### src/rtl/mem_wb_stage_if.sv
//------------------------------------------------------------------------------
// mem_wb_stage_if : MEM-stage capture bus and WB-stage result bus.
// Revision 1.0 - initial release
//------------------------------------------------------------------------------
`default_nettype none
`timescale 1ns/1ps

interface mem_wb_stage_if #(
    parameter int NB_DATA = 32,
    parameter int NB_REG  = 5,
    parameter int NB_CNT  = 16
);
    logic               i_MEM_valid;
    logic               i_MEM_reg_write;
    logic               i_MEM_mem_to_reg;
    logic               i_MEM_byte_en;
    logic               i_MEM_halfword_en;
    logic               i_MEM_word_en;
    logic               i_MEM_unsigned;
    logic               i_MEM_halt;
    logic [NB_DATA-1:0] i_MEM_mem_data;
    logic [NB_DATA-1:0] i_MEM_alu_result;
    logic [NB_REG-1:0]  i_MEM_selected_reg;

    logic               o_WB_valid;
    logic               o_WB_reg_write;
    logic [NB_REG-1:0]  o_WB_selected_reg;
    logic [NB_DATA-1:0] o_WB_write_data;
    logic               o_WB_misaligned;
    logic               o_WB_halt;
    logic [NB_CNT-1:0]  o_WB_retired;

    modport master (
        output i_MEM_valid, i_MEM_reg_write, i_MEM_mem_to_reg, i_MEM_byte_en,
               i_MEM_halfword_en, i_MEM_word_en, i_MEM_unsigned, i_MEM_halt,
               i_MEM_mem_data, i_MEM_alu_result, i_MEM_selected_reg,
        input  o_WB_valid, o_WB_reg_write, o_WB_selected_reg, o_WB_write_data,
               o_WB_misaligned, o_WB_halt, o_WB_retired
    );

    modport slave (
        input  i_MEM_valid, i_MEM_reg_write, i_MEM_mem_to_reg, i_MEM_byte_en,
               i_MEM_halfword_en, i_MEM_word_en, i_MEM_unsigned, i_MEM_halt,
               i_MEM_mem_data, i_MEM_alu_result, i_MEM_selected_reg,
        output o_WB_valid, o_WB_reg_write, o_WB_selected_reg, o_WB_write_data,
               o_WB_misaligned, o_WB_halt, o_WB_retired
    );
endinterface

`default_nettype wire

### src/rtl/mem_wb_stage.sv
//------------------------------------------------------------------------------
// mem_wb_stage : MEM/WB pipeline register, load extraction, write-back select,
//                sticky halt and saturating retired-instruction counter.
// Optional macro: MEM_WB_MISALIGN_TRAP_EN (misaligned load trap).
// Revision 1.0 - initial release
//------------------------------------------------------------------------------
`default_nettype none
`timescale 1ns/1ps

module mem_wb_stage #(
    parameter int NB_DATA = 32,
    parameter int NB_REG  = 5,
    parameter int NB_CNT  = 16
) (
    input  wire logic      i_clock,
    input  wire logic      i_reset,
    input  wire logic      i_enable,
    input  wire logic      i_flush,
    mem_wb_stage_if.slave  bus
);

    localparam logic [NB_CNT-1:0] CNT_MAX = {NB_CNT{1'b1}};

    logic               valid_q,      valid_d;
    logic               reg_write_q,  reg_write_d;
    logic [NB_REG-1:0]  sel_reg_q,    sel_reg_d;
    logic [NB_DATA-1:0] write_data_q, write_data_d;
    logic               misaligned_q, misaligned_d;
    logic               halt_q,       halt_d;
    logic [NB_CNT-1:0]  retired_q,    retired_d;

    logic [1:0]         offset;
    logic               is_word;
    logic               is_half;
    logic               sign_fill;
    logic [7:0]         byte_lane;
    logic [15:0]        half_lane;
    logic [NB_DATA-1:0] load_value;
    logic               valid_in;
    logic               misaligned;

    // Load extraction: word > halfword > byte, no enable behaves as a word.
    always_comb begin
        offset    = bus.i_MEM_alu_result[1:0];
        is_word   = bus.i_MEM_word_en | ~(bus.i_MEM_halfword_en | bus.i_MEM_byte_en);
        is_half   = ~bus.i_MEM_word_en & bus.i_MEM_halfword_en;
        byte_lane = bus.i_MEM_mem_data[31:24];
        case (offset)
            2'd0:    byte_lane = bus.i_MEM_mem_data[7:0];
            2'd1:    byte_lane = bus.i_MEM_mem_data[15:8];
            2'd2:    byte_lane = bus.i_MEM_mem_data[23:16];
            default: byte_lane = bus.i_MEM_mem_data[31:24];
        endcase
        half_lane = offset[1] ? bus.i_MEM_mem_data[31:16] : bus.i_MEM_mem_data[15:0];
        if (is_word) begin
            sign_fill  = 1'b0;
            load_value = bus.i_MEM_mem_data;
        end else if (is_half) begin
            sign_fill  = half_lane[15] & ~bus.i_MEM_unsigned;
            load_value = {{(NB_DATA-16){sign_fill}}, half_lane};
        end else begin
            sign_fill  = byte_lane[7] & ~bus.i_MEM_unsigned;
            load_value = {{(NB_DATA-8){sign_fill}}, byte_lane};
        end
    end

    // Once halted, later instructions are squashed into non-valid slots.
    always_comb begin
        valid_in = bus.i_MEM_valid & ~halt_q;
`ifdef MEM_WB_MISALIGN_TRAP_EN
        misaligned = valid_in & bus.i_MEM_mem_to_reg &
                     ((is_half & offset[0]) | (is_word & (offset != 2'd0)));
`else
        misaligned = 1'b0;
`endif
    end

    always_comb begin
        valid_d      = valid_q;
        reg_write_d  = reg_write_q;
        sel_reg_d    = sel_reg_q;
        write_data_d = write_data_q;
        misaligned_d = misaligned_q;
        halt_d       = halt_q;
        retired_d    = retired_q;
        if (i_flush) begin
            valid_d      = 1'b0;
            reg_write_d  = 1'b0;
            sel_reg_d    = '0;
            write_data_d = '0;
            misaligned_d = 1'b0;
        end else if (i_enable) begin
            valid_d      = valid_in;
            reg_write_d  = valid_in & bus.i_MEM_reg_write &
                           (|bus.i_MEM_selected_reg) & ~misaligned;
            sel_reg_d    = bus.i_MEM_selected_reg;
            write_data_d = bus.i_MEM_mem_to_reg ? load_value : bus.i_MEM_alu_result;
            misaligned_d = misaligned;
            if (valid_in && bus.i_MEM_halt) begin
                halt_d = 1'b1;
            end
            if (valid_in && (retired_q != CNT_MAX)) begin
                retired_d = retired_q + NB_CNT'(1);
            end
        end
    end

    always_ff @(posedge i_clock or negedge i_reset) begin
        if (!i_reset) begin
            valid_q      <= 1'b0;
            reg_write_q  <= 1'b0;
            sel_reg_q    <= '0;
            write_data_q <= '0;
            misaligned_q <= 1'b0;
            halt_q       <= 1'b0;
            retired_q    <= '0;
        end else begin
            valid_q      <= valid_d;
            reg_write_q  <= reg_write_d;
            sel_reg_q    <= sel_reg_d;
            write_data_q <= write_data_d;
            misaligned_q <= misaligned_d;
            halt_q       <= halt_d;
            retired_q    <= retired_d;
        end
    end

    assign bus.o_WB_valid        = valid_q;
    assign bus.o_WB_reg_write    = reg_write_q;
    assign bus.o_WB_selected_reg = sel_reg_q;
    assign bus.o_WB_write_data   = write_data_q;
    assign bus.o_WB_misaligned   = misaligned_q;
    assign bus.o_WB_halt         = halt_q;
    assign bus.o_WB_retired      = retired_q;

endmodule

`default_nettype wire

### src/flat_wrapper.sv
// flat-port wrapper written by rule: the top's interface ports become plain ports
module mem_wb_stage_flat 
#(
    parameter int NB_DATA = 32,
    parameter int NB_REG  = 5,
    parameter int NB_CNT  = 16
)
  (i_clock, i_reset, i_enable, i_flush, bus_i_MEM_valid, bus_i_MEM_reg_write, bus_i_MEM_mem_to_reg, bus_i_MEM_byte_en, bus_i_MEM_halfword_en, bus_i_MEM_word_en, bus_i_MEM_unsigned, bus_i_MEM_halt, bus_i_MEM_mem_data, bus_i_MEM_alu_result, bus_i_MEM_selected_reg, bus_o_WB_valid, bus_o_WB_reg_write, bus_o_WB_selected_reg, bus_o_WB_write_data, bus_o_WB_misaligned, bus_o_WB_halt, bus_o_WB_retired);
  mem_wb_stage_if #(.NB_DATA(NB_DATA), .NB_REG(NB_REG), .NB_CNT(NB_CNT)) bus_i ();
  input  wire logic i_clock;
  input  wire logic i_reset;
  input  wire logic i_enable;
  input  wire logic i_flush;
  input wire logic [$bits(bus_i.i_MEM_valid)-1:0] bus_i_MEM_valid;
  input wire logic [$bits(bus_i.i_MEM_reg_write)-1:0] bus_i_MEM_reg_write;
  input wire logic [$bits(bus_i.i_MEM_mem_to_reg)-1:0] bus_i_MEM_mem_to_reg;
  input wire logic [$bits(bus_i.i_MEM_byte_en)-1:0] bus_i_MEM_byte_en;
  input wire logic [$bits(bus_i.i_MEM_halfword_en)-1:0] bus_i_MEM_halfword_en;
  input wire logic [$bits(bus_i.i_MEM_word_en)-1:0] bus_i_MEM_word_en;
  input wire logic [$bits(bus_i.i_MEM_unsigned)-1:0] bus_i_MEM_unsigned;
  input wire logic [$bits(bus_i.i_MEM_halt)-1:0] bus_i_MEM_halt;
  input wire logic [$bits(bus_i.i_MEM_mem_data)-1:0] bus_i_MEM_mem_data;
  input wire logic [$bits(bus_i.i_MEM_alu_result)-1:0] bus_i_MEM_alu_result;
  input wire logic [$bits(bus_i.i_MEM_selected_reg)-1:0] bus_i_MEM_selected_reg;
  output wire logic [$bits(bus_i.o_WB_valid)-1:0] bus_o_WB_valid;
  output wire logic [$bits(bus_i.o_WB_reg_write)-1:0] bus_o_WB_reg_write;
  output wire logic [$bits(bus_i.o_WB_selected_reg)-1:0] bus_o_WB_selected_reg;
  output wire logic [$bits(bus_i.o_WB_write_data)-1:0] bus_o_WB_write_data;
  output wire logic [$bits(bus_i.o_WB_misaligned)-1:0] bus_o_WB_misaligned;
  output wire logic [$bits(bus_i.o_WB_halt)-1:0] bus_o_WB_halt;
  output wire logic [$bits(bus_i.o_WB_retired)-1:0] bus_o_WB_retired;
  assign bus_i.i_MEM_valid = bus_i_MEM_valid;
  assign bus_i.i_MEM_reg_write = bus_i_MEM_reg_write;
  assign bus_i.i_MEM_mem_to_reg = bus_i_MEM_mem_to_reg;
  assign bus_i.i_MEM_byte_en = bus_i_MEM_byte_en;
  assign bus_i.i_MEM_halfword_en = bus_i_MEM_halfword_en;
  assign bus_i.i_MEM_word_en = bus_i_MEM_word_en;
  assign bus_i.i_MEM_unsigned = bus_i_MEM_unsigned;
  assign bus_i.i_MEM_halt = bus_i_MEM_halt;
  assign bus_i.i_MEM_mem_data = bus_i_MEM_mem_data;
  assign bus_i.i_MEM_alu_result = bus_i_MEM_alu_result;
  assign bus_i.i_MEM_selected_reg = bus_i_MEM_selected_reg;
  assign bus_o_WB_valid = bus_i.o_WB_valid;
  assign bus_o_WB_reg_write = bus_i.o_WB_reg_write;
  assign bus_o_WB_selected_reg = bus_i.o_WB_selected_reg;
  assign bus_o_WB_write_data = bus_i.o_WB_write_data;
  assign bus_o_WB_misaligned = bus_i.o_WB_misaligned;
  assign bus_o_WB_halt = bus_i.o_WB_halt;
  assign bus_o_WB_retired = bus_i.o_WB_retired;
  mem_wb_stage #(.NB_DATA(NB_DATA), .NB_REG(NB_REG), .NB_CNT(NB_CNT)) u_core (.i_clock(i_clock), .i_reset(i_reset), .i_enable(i_enable), .i_flush(i_flush), .bus(bus_i));
endmodule
### config.mk
export PLATFORM = sky130hd
export DESIGN_NAME = mem_wb_stage_flat
export DESIGN_NICKNAME = d
export VERILOG_FILES = /design/src/rtl/mem_wb_stage_if.sv /design/src/rtl/mem_wb_stage.sv /design/src/flat_wrapper.sv
export SDC_FILE = /design/constraint.sdc
export NUM_CORES = 1
export LEC_CHECK = 0
export ABC_AREA = 1
export ABC_CLOCK_PERIOD_IN_PS = 2250
export CAP_MARGIN = 30
export CORE_AREA = 2 2 110 80
export DETAILED_ROUTE_END_ITERATION = 8
export DIE_AREA = 0 0 112 82
export HOLD_SLACK_MARGIN = 0.15
export PLACE_DENSITY = 0.8
export SLEW_MARGIN = 15
export SYNTH_ARGS = -nofsm -noshare
export SYNTH_HDL_FRONTEND = slang
export SYNTH_SLANG_ARGS = --single-unit
### constraint.sdc
create_clock -name i_clock -period 2.25 [get_ports i_clock]
set_clock_uncertainty 0.15 [all_clocks]
set_input_delay 0.45 -clock i_clock [delete_from_list [all_inputs] [get_ports i_clock]]
set_output_delay 0.45 -clock i_clock [all_outputs]
set_load 0.05 [all_outputs]
# Word-level counts from Yosys, hierarchy flattened

Index checks and enable logic that the tools add are counted.

Logic and storage cells: 46
Output and inout port bits: 57
Register bits: 57
Input bits: 81

Mux-type cells: 15
Reductions and logical operators: 7
Equality and inequality tests: 3
Bitwise operators: 13
Add/sub/neg operators: 1

Operator list:

| cell                    | number |
|---|---|
| $mux W32                | 5 |
| $pmux W8 S3             | 1 |
| $add A16 B1 Y16 const B | 1 |
| $mux W16                | 1 |
| $ne A16 B16 Y1 const B  | 1 |
| $mux W5                 | 2 |
| $and A1 B1 Y1           | 6 |
| $mux W1                 | 6 |
| $reduce_and A3 Y1       | 2 |
| $not A1 Y1              | 5 |
| $reduce_or A5 Y1        | 1 |
| $eq A2 B1 Y1 const B    | 1 |
| $eq A2 B2 Y1 const B    | 1 |
| $logic_and A1 B1 Y1     | 2 |
| $logic_not A2 Y1        | 1 |
| $or A1 B1 Y1            | 2 |
| $reduce_bool A2 Y1      | 1 |

# Depth between registers and ports, before layout

Gate-level depths: netlist of the first run.

Word-level depth: 8
Mapped depth: 11

# Worst setup path before layout of the first run

OpenSTA, ideal clock, no wires.

Path kind: flip-flop to flip-flop
From: reg u_core.retired_q[1], in the netlist u_core.bus.o_WB_retired[1]
To: reg u_core.retired_q[6], in the netlist u_core.bus.o_WB_retired[6]
Stages on the path, launching flop included: 10
Path buffers: 1
Arrival: 1.727 ns
Path slack: 0.230 ns
Library setup time: 0.143 ns
Required time: 1.957 ns
Cell sequence: dfrtp_1 > ha_1 > nand3_2 > nor2_4 > nand3_2 > nand2_4 > inv_4 > buf_6 > nand2_2 > xnor2_1

Longest elaborated chain between the ends: 3

RTL lines:

| what                                                    | line                | text |
|---|---|---|
| start: declaration                                      | mem_wb_stage.sv:30  | `logic [NB_CNT-1:0] retired_q, retired_d;` |
| start signal: assignment                                | mem_wb_stage.sv:124 | `retired_q <= retired_d;` |
| branches (longest 3 deep; another with $add A16 B1 Y16) | n/a                 |  |

Several ways; the timed one is not identified.
A chain may end at the register's enable or synchronous reset.

# Worst setup path after layout of the first run

From: reg u_core.retired_q[6], in the netlist u_core.bus.o_WB_retired[6]
To: out bus_o_WB_retired[6]

RTL lines:

| what             | line               | text |
|---|---|---|
| end: declaration | flat_wrapper.sv:31 | `output wire logic [$bits(bus_i.o_WB_retired)-1:0] bus_o_WB_retired;` |

No word-level cell between the ends.

==> results.cfg, run 1 <==
[run_status]
status = completed

[timing]
drv_slew = 0
period_minus_slack_ns = 2.16
setup_total_negative_slack_ns = 0
setup_viol = 0
hold_viol = 0
slew_headroom_pct = 64.0
timing.final.ws_setup_ns = 0.0864
max_freq_mhz = 462
rsz0062_at_grt = false
worst_slew_pin_slew_ns = 0.539
min_period_over_period_pct = 96.2

[drt]
drt_iter0_markers = 240
wl_per_cell_microns = 13.9
vias = 3759
vias_per_cell = 4.81
drc = 0
drtAntennaViolNets = 0
drt_first_pass_iters = 4
wl_mm = 10.9

[critical_path]
required_ns = 1.65
crit_chain = clkdlybuf4s50_1
r2r_start = u_core.bus.o_WB_retired[1]$_DFFE_PN0P_
crit_start = u_core.bus.o_WB_retired[6]$_DFFE_PN0P_
crit_path_max_fanout = 5
startpoint_type = flop
worstSetupEndpointType = output port
critical-path-slowest-cell = clkdlybuf4s50_1
cp_top_family = buffers and inverters
slowest_delay_ns = 0.84
arrival_ns = 1.56
crit_buf_inv = 1
path_class = reg2out

[yosys]
synth.top_cell.area_share_pct = 40.0
synth.net_count = 616
synth-async-reset-ratio_pct = 100
netlist_top_cells_area = dfrtp_1 (40%), nand2_1 (26%), nor2_1 (7.6%)
synth_common_cells = nand2_1 (239), nor2_1 (71), dfrtp_1 (56)
synth.most_common_cell = nand2_1
synth_warnings = 0
synth_top_area_cell = dfrtp_1
yosys_most_used_dff = dfrtp_1
yosysUniqueCellTypes = 33
postSynthCellCount = 534
ys_seq_area_share_pct = 40.0
ys_ff_latch = 56
syn-cell-area_sq_um = 3500
syn_avg_cell_area_sq_um = 6.55
synth_edf_count = 0

[finish]
diodes = 0
drive_gt1_share_pct = 7.69
fin_nets = 757
largest_reg_flops = 32
area_delta_synth_final_pct = 48.5

[cts]
ctsHtreeMaxLevel = 2
post_cts_buffers = 0
clkTransAtPathRegs_ns = 0.07
clock_latency_ns = 0.29
root_buffer = clkbuf_16
cts_buffers = 5
clock-sinks = 56
cts_tree = done
cts_buffer_depth = 2

[power]
total_power_uw = 2650
pwr-share-seq_pct = 40.8
pwr-share-clk_pct = 30.1
ir_drop_mv = 0.429
leakage_uw = 0.00266
combPwrFrac_pct = 29.0
p_int_uw = 1810
p_per_area_nw_per_um2 = 510
swShare_pct = 31.7
p_sw_uw = 840

[place]
gp_congestion = 0.926
place_ws_ns = -0.0592
dp_hpwl_mm = 8.77
io_buffers = 136

[floorplanning]
core_region_area_sq_um = 8200
start_util_pct = 42.7
dieArea_sq_um = 9180
die_x_microns = 112
ios = 138
die_y_microns = 82
rows = 28

[global_routing]
grt-ovfl-total = 0
grt_max_degree = 27
grt_pass1_wl_mm = 17.7
grt_usage_pct = 23.9
first_global_vias = 3536
antenna_found_initial = 0

[run]
drv_cap = 0

[hold_path]
holdCritPathClass = reg2reg
hold_path.startpoint = u_core.bus.o_WB_write_data[1]$_DFFE_PN0P_
==> metrics by stage <==
stage                     cell area, sq um  hold WS [ns]  std cells  util, %
after floorplan                       3500       0.00441        534        -
after global placement                5030         0.288        772     61.3
after detailed placement              5030         0.291        772     61.3
after CTS                             5190         0.336        781     63.3
after global routing                  5200         0.357        781     63.4
final                                 5200         0.330        781     63.4
==> layout make-up <==
class	instances	area, sq um
clock buffer	6	139
clock inverter	2	15.0
fill	793	3000
inverter	46	175
multi-input combinational	411	1820
sequential	56	1400
tap	105	131
timing repair buffer	155	1520
==> cells by family after synthesis <==
family	synth area share, %
DFF	40.0
buffers and inverters	8.04
and+or+nand+nor	41.9
other	0.107
xor gates and xnor gates	3.25
AOI/OAI and AO/OA	6.29
adders and majority gates	0.357
==> placed cells by master, fill, tap and decap left out, drive strengths merged, types with 2 or more instances in the layout <==
cell and instances:
nand2 244, clkdlybuf4s50 131, nor2 77, dfrtp 56
inv 45, nand3 24, o21ai 23, buf 20
xor2 7, or2 7, o211ai 6, xnor2 6
clkbuf 6, a21oi 3, a22o 3, nand4 3
nor3 3, dlymetal6s2s 3, a22oi 2, clkinvlp 2
==> power by group through the flow <==
stage               combinational [uW]  sequential (uW)  clock [uW]
floorplan                          239             1270           0
global placement                   760             1100           0
detailed placement                 765             1100           0
CTS                                770             1080         815
global route                       831             1090         863
finish                             769             1080         798
==> path summary, 6_finish.rpt <==
path,cells after the start,slack [ns],to
hold reg to reg,2,0.33,u_core.bus.o_WB_write_data[1]$_DFFE_PN0P_
hold / removal,2,0.33,u_core.bus.o_WB_write_data[1]$_DFFE_PN0P_
max in group asynchronous,3,0.87,u_core.bus.o_WB_write_data[29]$_DFFE_PN0P_
setup / recovery,1,0.09,bus_o_WB_retired[6]
min in group asynchronous,2,0.50,u_core.bus.o_WB_retired[9]$_DFFE_PN0P_
setup reg to reg,8,0.47,u_core.bus.o_WB_retired[2]$_DFFE_PN0P_
==> routing by layer <==
| layer | track usage, % | up-vias | part of all wire, % |
|---|---|---|---|
| li1 | - | 1915 | - |
| met5 | 0 | - | 0 |
| met4 | 3.41 | 0 | 0.68 |
| met1 | 34.1 | 1703 | 49 |
| met3 | 5.61 | 9 | 6.5 |
| met2 | 38.2 | 132 | 44 |
==> what timing repair did <==
item                                   4_1_cts  5_1_grt
hold buffers                                 1        0
resized for setup                            0        3
setup endpoints to repair                    0        3
endpoints found under the hold margin       19        0
Note: power is estimated with default switching activity, not from simulation.
==> run 2, diff against run 1 <==
Settings changed: ABC_CLOCK_PERIOD_IN_PS 2250 to 2600, CORE_AREA 2 2 110 80 to 2 2 109 79, DIE_AREA 0 0 112 82 to 0 0 111 81, PLACE_DENSITY 0.8 to 0.81.
Clock period 2.25 ns to 2.6 ns, I/O delays scaled along.
==> results.cfg, run 2 (synthesis gave the netlist of run 1 again) <==
[run_status]
status = completed

[floorplanning]
rows = 28
dieArea_sq_um = 8990
die_x_microns = 111
core_region_area_sq_um = 8090
die_y_microns = 81
start_util_pct = 43.2
ios = 138

[place]
gp_congestion = 0.937
io_buffers = 136
dp_hpwl_mm = 8.46
dpl_cell_area_sq_um = 4950
dp_cells = 762

[critical_path]
cp_top_family = buffers and inverters
slowest_delay_ns = 0.85
critical-path-slowest-cell = clkdlybuf4s50_1
crit_start = u_core.bus.o_WB_retired[11]$_DFFE_PN0P_
worstSetupEndpointType = output port
arrival_ns = 1.62
path_class = reg2out
startpoint_type = flop
required_ns = 1.93
crit_path_max_fanout = 6
r2r_start = u_core.bus.o_WB_retired[1]$_DFFE_PN0P_
crit_buf_inv = 1
crit_chain = clkdlybuf4s50_1
r2r_slack_ns = 0.78

[timing]
max_freq_mhz = 438
slew_headroom_pct = 52.9
rsz0062_at_grt = false
period_minus_slack_ns = 2.29
drv_slew = 0
setup_total_negative_slack_ns = 0
setup_viol = 0
hold_viol = 0
worst_slew_pin_slew_ns = 0.706
min_period_over_period_pct = 87.9

[cts]
cts_hold_buf = 0
post_cts_buffers = 0
ctsHtreeMaxLevel = 2
cts_tree = done
cts_buffers = 5
root_buffer = clkbuf_16
cts_buffer_depth = 2
clkTransAtPathRegs_ns = 0.07
clock-sinks = 56
clock_latency_ns = 0.30
cts_resized = 0

[finish]
layout_common_cells = nand2_1 (239), clkdlybuf4s50_1 (134), nor2_1 (70)
area_delta_synth_final_pct = 45.8
finalInstanceArea_sq_um = 5100
fin_nets = 746
layout_commonest_cell = nand2_1
layoutNonFillerInstCount = 770
largest_reg_flops = 32
drive_gt1_share_pct = 6.32
diodes = 0

[drt]
drtAntennaViolNets = 0
drt_first_pass_iters = 5
wl_mm = 10.6
vias = 3732
vias_per_cell = 4.85
drt_iter0_markers = 253
drc = 0
wl_per_cell_microns = 13.8

[global_routing]
grt_max_degree = 57
antenna_found_initial = 0
grt_pass1_wl_mm = 17.3
grt_usage_pct = 23.8
first_global_vias = 3424
grt-ovfl-total = 0

[hold_path]
holdCritPathClass = in2async

[power]
ir_drop_mv = 0.313
leakage_uw = 0.00255
p_per_area_nw_per_um2 = 446

[run]
drv_cap = 0
==> run 2: changes by cell type in the layout (fill, tap and decap cells not counted) <==
cell,delta
dlygate4sd3_1,-1
clkbuf_8,-1
dlymetal6s2s_1,-3
inv_6,+2
buf_4,-10
clkinvlp_4,-1
clkdlybuf4s50_1,+3
==> run 2: per-layer routing <==
metal  vias to the layer above  share of wire (%)  global-route usage, %
li1                       1893                  -                      -
met1                      1701                 47                   33.8
met2                       129                 45                   37.9
met3                         9                7.3                   4.93
met4                         0                1.0                   5.25
met5                         -                  0                      0
==> run 2: final timing paths <==
| path | end | cells after the start |
|---|---|---|
| max | bus_o_WB_retired[11] | 1 |
| min | u_core.bus.o_WB_retired[12]$_DFFE_PN0P_ | 2 |
| max reg2reg | u_core.bus.o_WB_retired[2]$_DFFE_PN0P_ | 8 |
| min reg2reg | u_core.bus.o_WB_write_data[10]$_DFFE_PN0P_ | 2 |
| max in group asynchronous | u_core.bus.o_WB_write_data[28]$_DFFE_PN0P_ | 2 |
| min in group i_clock | u_core.bus.o_WB_write_data[10]$_DFFE_PN0P_ | 2 |
==> run 2: area by class of cell <==
| type | instances | area [sq um] |
|---|---|---|
| Sequential cell | 56 | 1400 |
| Clock inverter | 3 | 25.0 |
| Inverter | 46 | 175 |
| Clock buffer | 5 | 125 |
| Timing Repair Buffer | 144 | 1420 |
| Multi-Input combinational cell | 411 | 1820 |
| Fill cell | 768 | 2990 |
| Tap cell | 105 | 131 |
==> run 2: where the power goes <==
group          switching [uW]  internal, uW
Combinational             388           259
Clock                     327           365
Sequential               26.6           912
==> run 2: through the flow <==
step	total power [uW]	hold WS [ns]	setup slack [ns]	utilization, %
after floorplan	1310	0.0744	0.580	-
after global placement	1600	0.311	0.279	61.2
after detailed placement	1600	0.316	0.199	61.2
after CTS	2290	0.234	0.311	63.0
after global routing	2390	0.270	0.264	63.0
final	2280	0.199	0.314	63.0
==> variant 1 (flow settings as in run 1) <==
`NB_DATA` is set to 32 in 3 places; all go to 48.
--- a/src/rtl/mem_wb_stage_if.sv
+++ b/src/rtl/mem_wb_stage_if.sv
@@ -8,3 +8,3 @@
 interface mem_wb_stage_if #(
-    parameter int NB_DATA = 32,
+    parameter int NB_DATA = 48,
     parameter int NB_REG  = 5,
--- a/src/rtl/mem_wb_stage.sv
+++ b/src/rtl/mem_wb_stage.sv
@@ -10,3 +10,3 @@
 module mem_wb_stage #(
-    parameter int NB_DATA = 32,
+    parameter int NB_DATA = 48,
     parameter int NB_REG  = 5,
--- a/src/flat_wrapper.sv
+++ b/src/flat_wrapper.sv
@@ -3,3 +3,3 @@
 #(
-    parameter int NB_DATA = 32,
+    parameter int NB_DATA = 48,
     parameter int NB_REG  = 5,
Interface: changed (resized bus_i_MEM_alu_result, bus_i_MEM_mem_data and bus_o_WB_write_data); port bits go from 138 to 186. No check against the original RTL was run, so the function may have changed too.
==> variant 1 against run 1 <==
- combinational power rose by 44%
- hold slack worse by 0.0039 ns
- design area grew 32%
- count of clock-buffer cells in the layout rose by 4
- clock power up 100%
- core utilization is 20 points higher
- critical path type unchanged
- power is 55% higher
- worst setup slack got worse by 0.046 ns
- sequential cell count rose by 16
- routed wire length is 39% higher
- die area stayed put
- area after synthesis grew 29%
- critical path depth unchanged
==> variant 1: results (changes against run 1) <==
[synth]
ys_types=35  ; +6.1%
ys_seq_area_share_pct=39.92  ; -0.12 points
syn_area_per_cell_sq_um=6.797  ; +3.7%
yosys-top-cells-area=dfrtp_1, nand2_1, nor2_1

[finish]
sh_seq_area_pct=26.27  ; -0.69 points
layout.nonclk_buf_share_pct=30.21  ; +1.0 points
inverters=30  ; -35%
multi_input_area_sq_um=2412  ; +33%
comb.multi_input.count=528  ; +28%
layout-drive-gt1-share_pct=10.68  ; +3.0 points
clkbuf_count=10  ; +4
largest_reg_flops=48  ; +50%
fillers=545  ; -31%

[drt]
avgViaCountPerCell=5.367  ; +12%
vias=5136  ; +37%
drt_iter0_drc=454  ; +89%
drtPass1Iterations=5  ; +1
wl_met2_um=7184  ; +49%
wl_met3_um=1488  ; +110%

[critical_path]
arrival_ns=1.61  ; +0.05 ns
regToRegEndpoint=u_core.bus.o_WB_retired[10]$_DFFE_PN0P_
rr_startpoint=u_core.bus.o_WB_retired[0]$_DFFE_PN0P_
cp_slowest_stage_delay_ns=0.86  ; +0.02 ns

[global_route]
grtUsageMet1_pct=41.18  ; +7.0 points
grt_pass1_wl_um=24270  ; +37%

[placement]
dp_hpwl_um=10800  ; +23%
gp_congestion=0.9109  ; -1.7%
place_inst=940  ; +22%

[hold_path]
hold_path_end=u_core.bus.o_WB_write_data[47]$_DFFE_PN0P_

[power_and_ir_drop]
p_leak_uw=0.003438  ; +29%

[outcome]
status=finished, final reports clean

[timing]
hold_slack_ns=0.3257  ; -0.003912 ns

-- variant 1: changes by cell type after synthesis, sizes merged, moves of 2 or more --
cell / before / now
a22oi: 2 / 0
clkbuf: 11 / 19
nand2: 244 / 288
nor2: 77 / 109
inv: 45 / 28
a21boi: 0 / 4
or2: 7 / 25
nand3: 24 / 15
buf: 10 / 15
o211ai: 6 / 11
dfrtp: 56 / 72
a21oi: 3 / 25
-- variant 1: report_power, final --
part	switching (uW)	internal, uW	leakage [uW]	total, uW
Sequential	43.6	1360	0.000951	1410
Clock	596	1010	0.000159	1600
Combinational	650	455	0.00233	1110
-- variant 1: kinds of logic after synthesis --
group,count (synthesis),share of synthesized area (%)
simple gates,446,41.67
flops,72,39.92
compound gates,67,8.733
buf+inv,64,6.792
xor+xnor,13,2.523
fa+ha+maj,1,0.2772
other cells,1,0.08309
==> variant 2 (flow settings as in run 1) <==
Without the edit above. Add an input register stage for `i_enable` and `i_flush`, without a reset; this delays them by one clock. The other inputs are not delayed to match.
--- a/src/rtl/mem_wb_stage.sv
+++ b/src/rtl/mem_wb_stage.sv
@@ -22,2 +22,10 @@
     localparam logic [NB_CNT-1:0] CNT_MAX = {NB_CNT{1'b1}};
+
+    logic i_enable_q;
+    logic i_flush_q;
+
+    always_ff @(posedge i_clock) begin
+        i_enable_q <= i_enable;
+        i_flush_q  <= i_flush;
+    end
 
@@ -85,3 +93,3 @@
         retired_d    = retired_q;
-        if (i_flush) begin
+        if (i_flush_q) begin
             valid_d      = 1'b0;
@@ -91,3 +99,3 @@
             misaligned_d = 1'b0;
-        end else if (i_enable) begin
+        end else if (i_enable_q) begin
             valid_d      = valid_in;
Formal check against the unedited RTL: not equivalent (a bounded check fails within 4 cycles, from zero or initial values and one cycle with i_reset low).
==> variant 2 against run 1 <==
- routed wire length is 11% higher
- sequential power is 4% higher
- register-to-register slack worse by 0.06 ns
- sequential cell count is 2 higher
- worst setup slack worse by 0.035 ns
- count of clock-buffer cells in the layout is 4 higher
- area after synthesis is 2.0% higher
- design area is 6.5% higher
- power is 34% higher
- final cell count is 2.8% higher
- critical path type unchanged
- critical endpoint is now bus_o_WB_retired[10]
- largest cell class unchanged
- largest power group is now the clock network
- highest routed layer unchanged
==> variant 2: results (changes against run 1) <==
[synth]
ys_types=37  ; +12%
syn_area_per_cell_sq_um=6.596  ; +0.65%
synth-async-reset-ratio_pct=96.55  ; -3.4 points
synth_fp_nets=623  ; +1.1%
ys_top_cells_by_count=nand2_1, nor2_1, dfrtp_1
ys_seq_area_share_pct=40.39  ; +0.35 points
yosys-top-cells-area=dfrtp_1, nand2_1, nor2_1
synth_flop_cell=dfrtp_1
yosysWarnings=0  ; unchanged

[placement]
dp_hpwl_um=9285  ; +5.8%
post_dp_cell_area_sq_um=5170  ; +2.9%
port-buffer-count=136  ; unchanged
place_inst=786  ; +1.8%
gp_congestion=1.008  ; +8.9%
place_worst_setup_slack_ns=-0.003329  ; +0.05586 ns

[global_route]
grt_pass1_wl_um=19430  ; +9.8%
grt_pass1_vias=3798  ; +7.4%
antenna_found_initial=0  ; unchanged
grt_usage_pct=26.95  ; +3.0 points
grt_max_degree=57  ; +110%

[hold_path]
min_path_type=flop to flop

[clocking]
cts_root_buf=clkbuf_16
cts_setup_buffers=0  ; unchanged
insertion_delay_ns=0.32  ; +0.03 ns
cts_buffers=9  ; +4
clkTransAtPathRegs_ns=0.06
htreeDepth=3  ; +1
cts_sinks=58  ; +3.6%
cts.path.max_buffers=2  ; unchanged

[finish]
layout-drive-gt1-share_pct=10.03  ; +2.3 points
fillers=744  ; -6.2%
layout.cells.non_filler=803  ; +2.8%
largest_reg_flops=32  ; unchanged
nets=775  ; +2.4%
antenna_cells=0  ; unchanged

[outcome]
status=finished, final reports clean

[critical_path]
slowest_stage=clkdlybuf4s50_1
arrival_ns=1.60  ; +0.04 ns
critPathTopFamily=buffers and inverters
crit_fanout=6  ; +1
cp_slowest_stage_delay_ns=0.84  ; about the same

[power_and_ir_drop]
p_leak_uw=0.002791  ; +4.9%
ir_drop_mv=0.4473  ; +4.2%

[timing]
worst_pin_slew_ns=0.5308  ; -0.008039 ns

[drt]
drtPass1Iterations=5  ; +1
wl_per_cell_um=14.99  ; +7.6%
drt_iter0_drc=260  ; +8.3%
avgViaCountPerCell=4.907  ; +1.9%

[variant 2: what timing repair did]
| action | in CTS | in global routing |
|---|---|---|
| resized for setup | 1 | 1 |
| endpoints found under the hold margin | 56 | 0 |
| hold buffers | 1 | 0 |
| endpoints found under the setup margin | 1 | 1 |
[variant 2: logic make-up after synthesis]
group                    synth area share (%)
XOR/XNOR                                3.436
buffers and inverters                   8.661
AND/OR/NAND/NOR                         38.85
flip-flops                              40.39
AO/OA/AOI/OAI                           8.205
adder cells (fa/ha/maj)                0.3506
other                                  0.1051
[variant 2: cell type report]
cell class / count / area [sq um] / share of cell area, %
multi-input combinational: 411 / 1821 / 32.90
clock inverter: 6 / 113.9 / 2.057
inverter: 48 / 182.7 / 3.301
tap: 105 / 131.4 / 2.374
clock buffer: 10 / 239.0 / 4.318
sequential: 58 / 1441 / 26.05
timing repair buffer: 165 / 1605 / 29.01
[variant 2: worst paths after layout]
| path | from | to | slack, ns | cells after the start |
|---|---|---|---|---|
| setup / recovery | u_core.bus.o_WB_retired[10]$_DFFE_PN0P_ | bus_o_WB_retired[10] | 0.05 | 1 |
| hold / removal | u_core.bus.o_WB_write_data[29]$_DFFE_PN0P_ | u_core.bus.o_WB_write_data[29]$_DFFE_PN0P_ | 0.33 | 2 |
| setup reg to reg | u_core.bus.o_WB_retired[0]$_DFFE_PN0P_ | u_core.bus.o_WB_retired[12]$_DFFE_PN0P_ | 0.41 | 8 |
| hold reg to reg | u_core.bus.o_WB_write_data[29]$_DFFE_PN0P_ | u_core.bus.o_WB_write_data[29]$_DFFE_PN0P_ | 0.33 | 2 |
| max in group asynchronous | i_reset | u_core.bus.o_WB_write_data[29]$_DFFE_PN0P_ | 1.16 | 3 |
| min in group asynchronous | i_reset | u_core.bus.o_WB_write_data[11]$_DFFE_PN0P_ | 0.51 | 3 |
[variant 2: where the power goes]
group	internal (uW)	switching, uW	total (uW)	leakage, uW
Clock	1110	500	1610	0.000165
Sequential	1090	29.7	1120	0.000745
Combinational	331	473	803	0.00188
Total	2540	1000	3540	0.00279
[variant 2: metrics by stage]
stage               hold WS (ns)  utilization, %
CTS                       0.3299           67.48
finish                    0.3263           67.51
global placement          0.3124           63.06
detailed placement        0.3143           63.06
floorplan               0.004409               -
global route              0.3498           67.51
[variant 2: per-layer routing]
metal	track usage (%)	vias up	wire length [um]
met1	37.33	1838	5735
li1	-	1964	-
met3	5.018	8	768
met5	0	-	0
met4	7.805	0	110
met2	43.76	130	5424
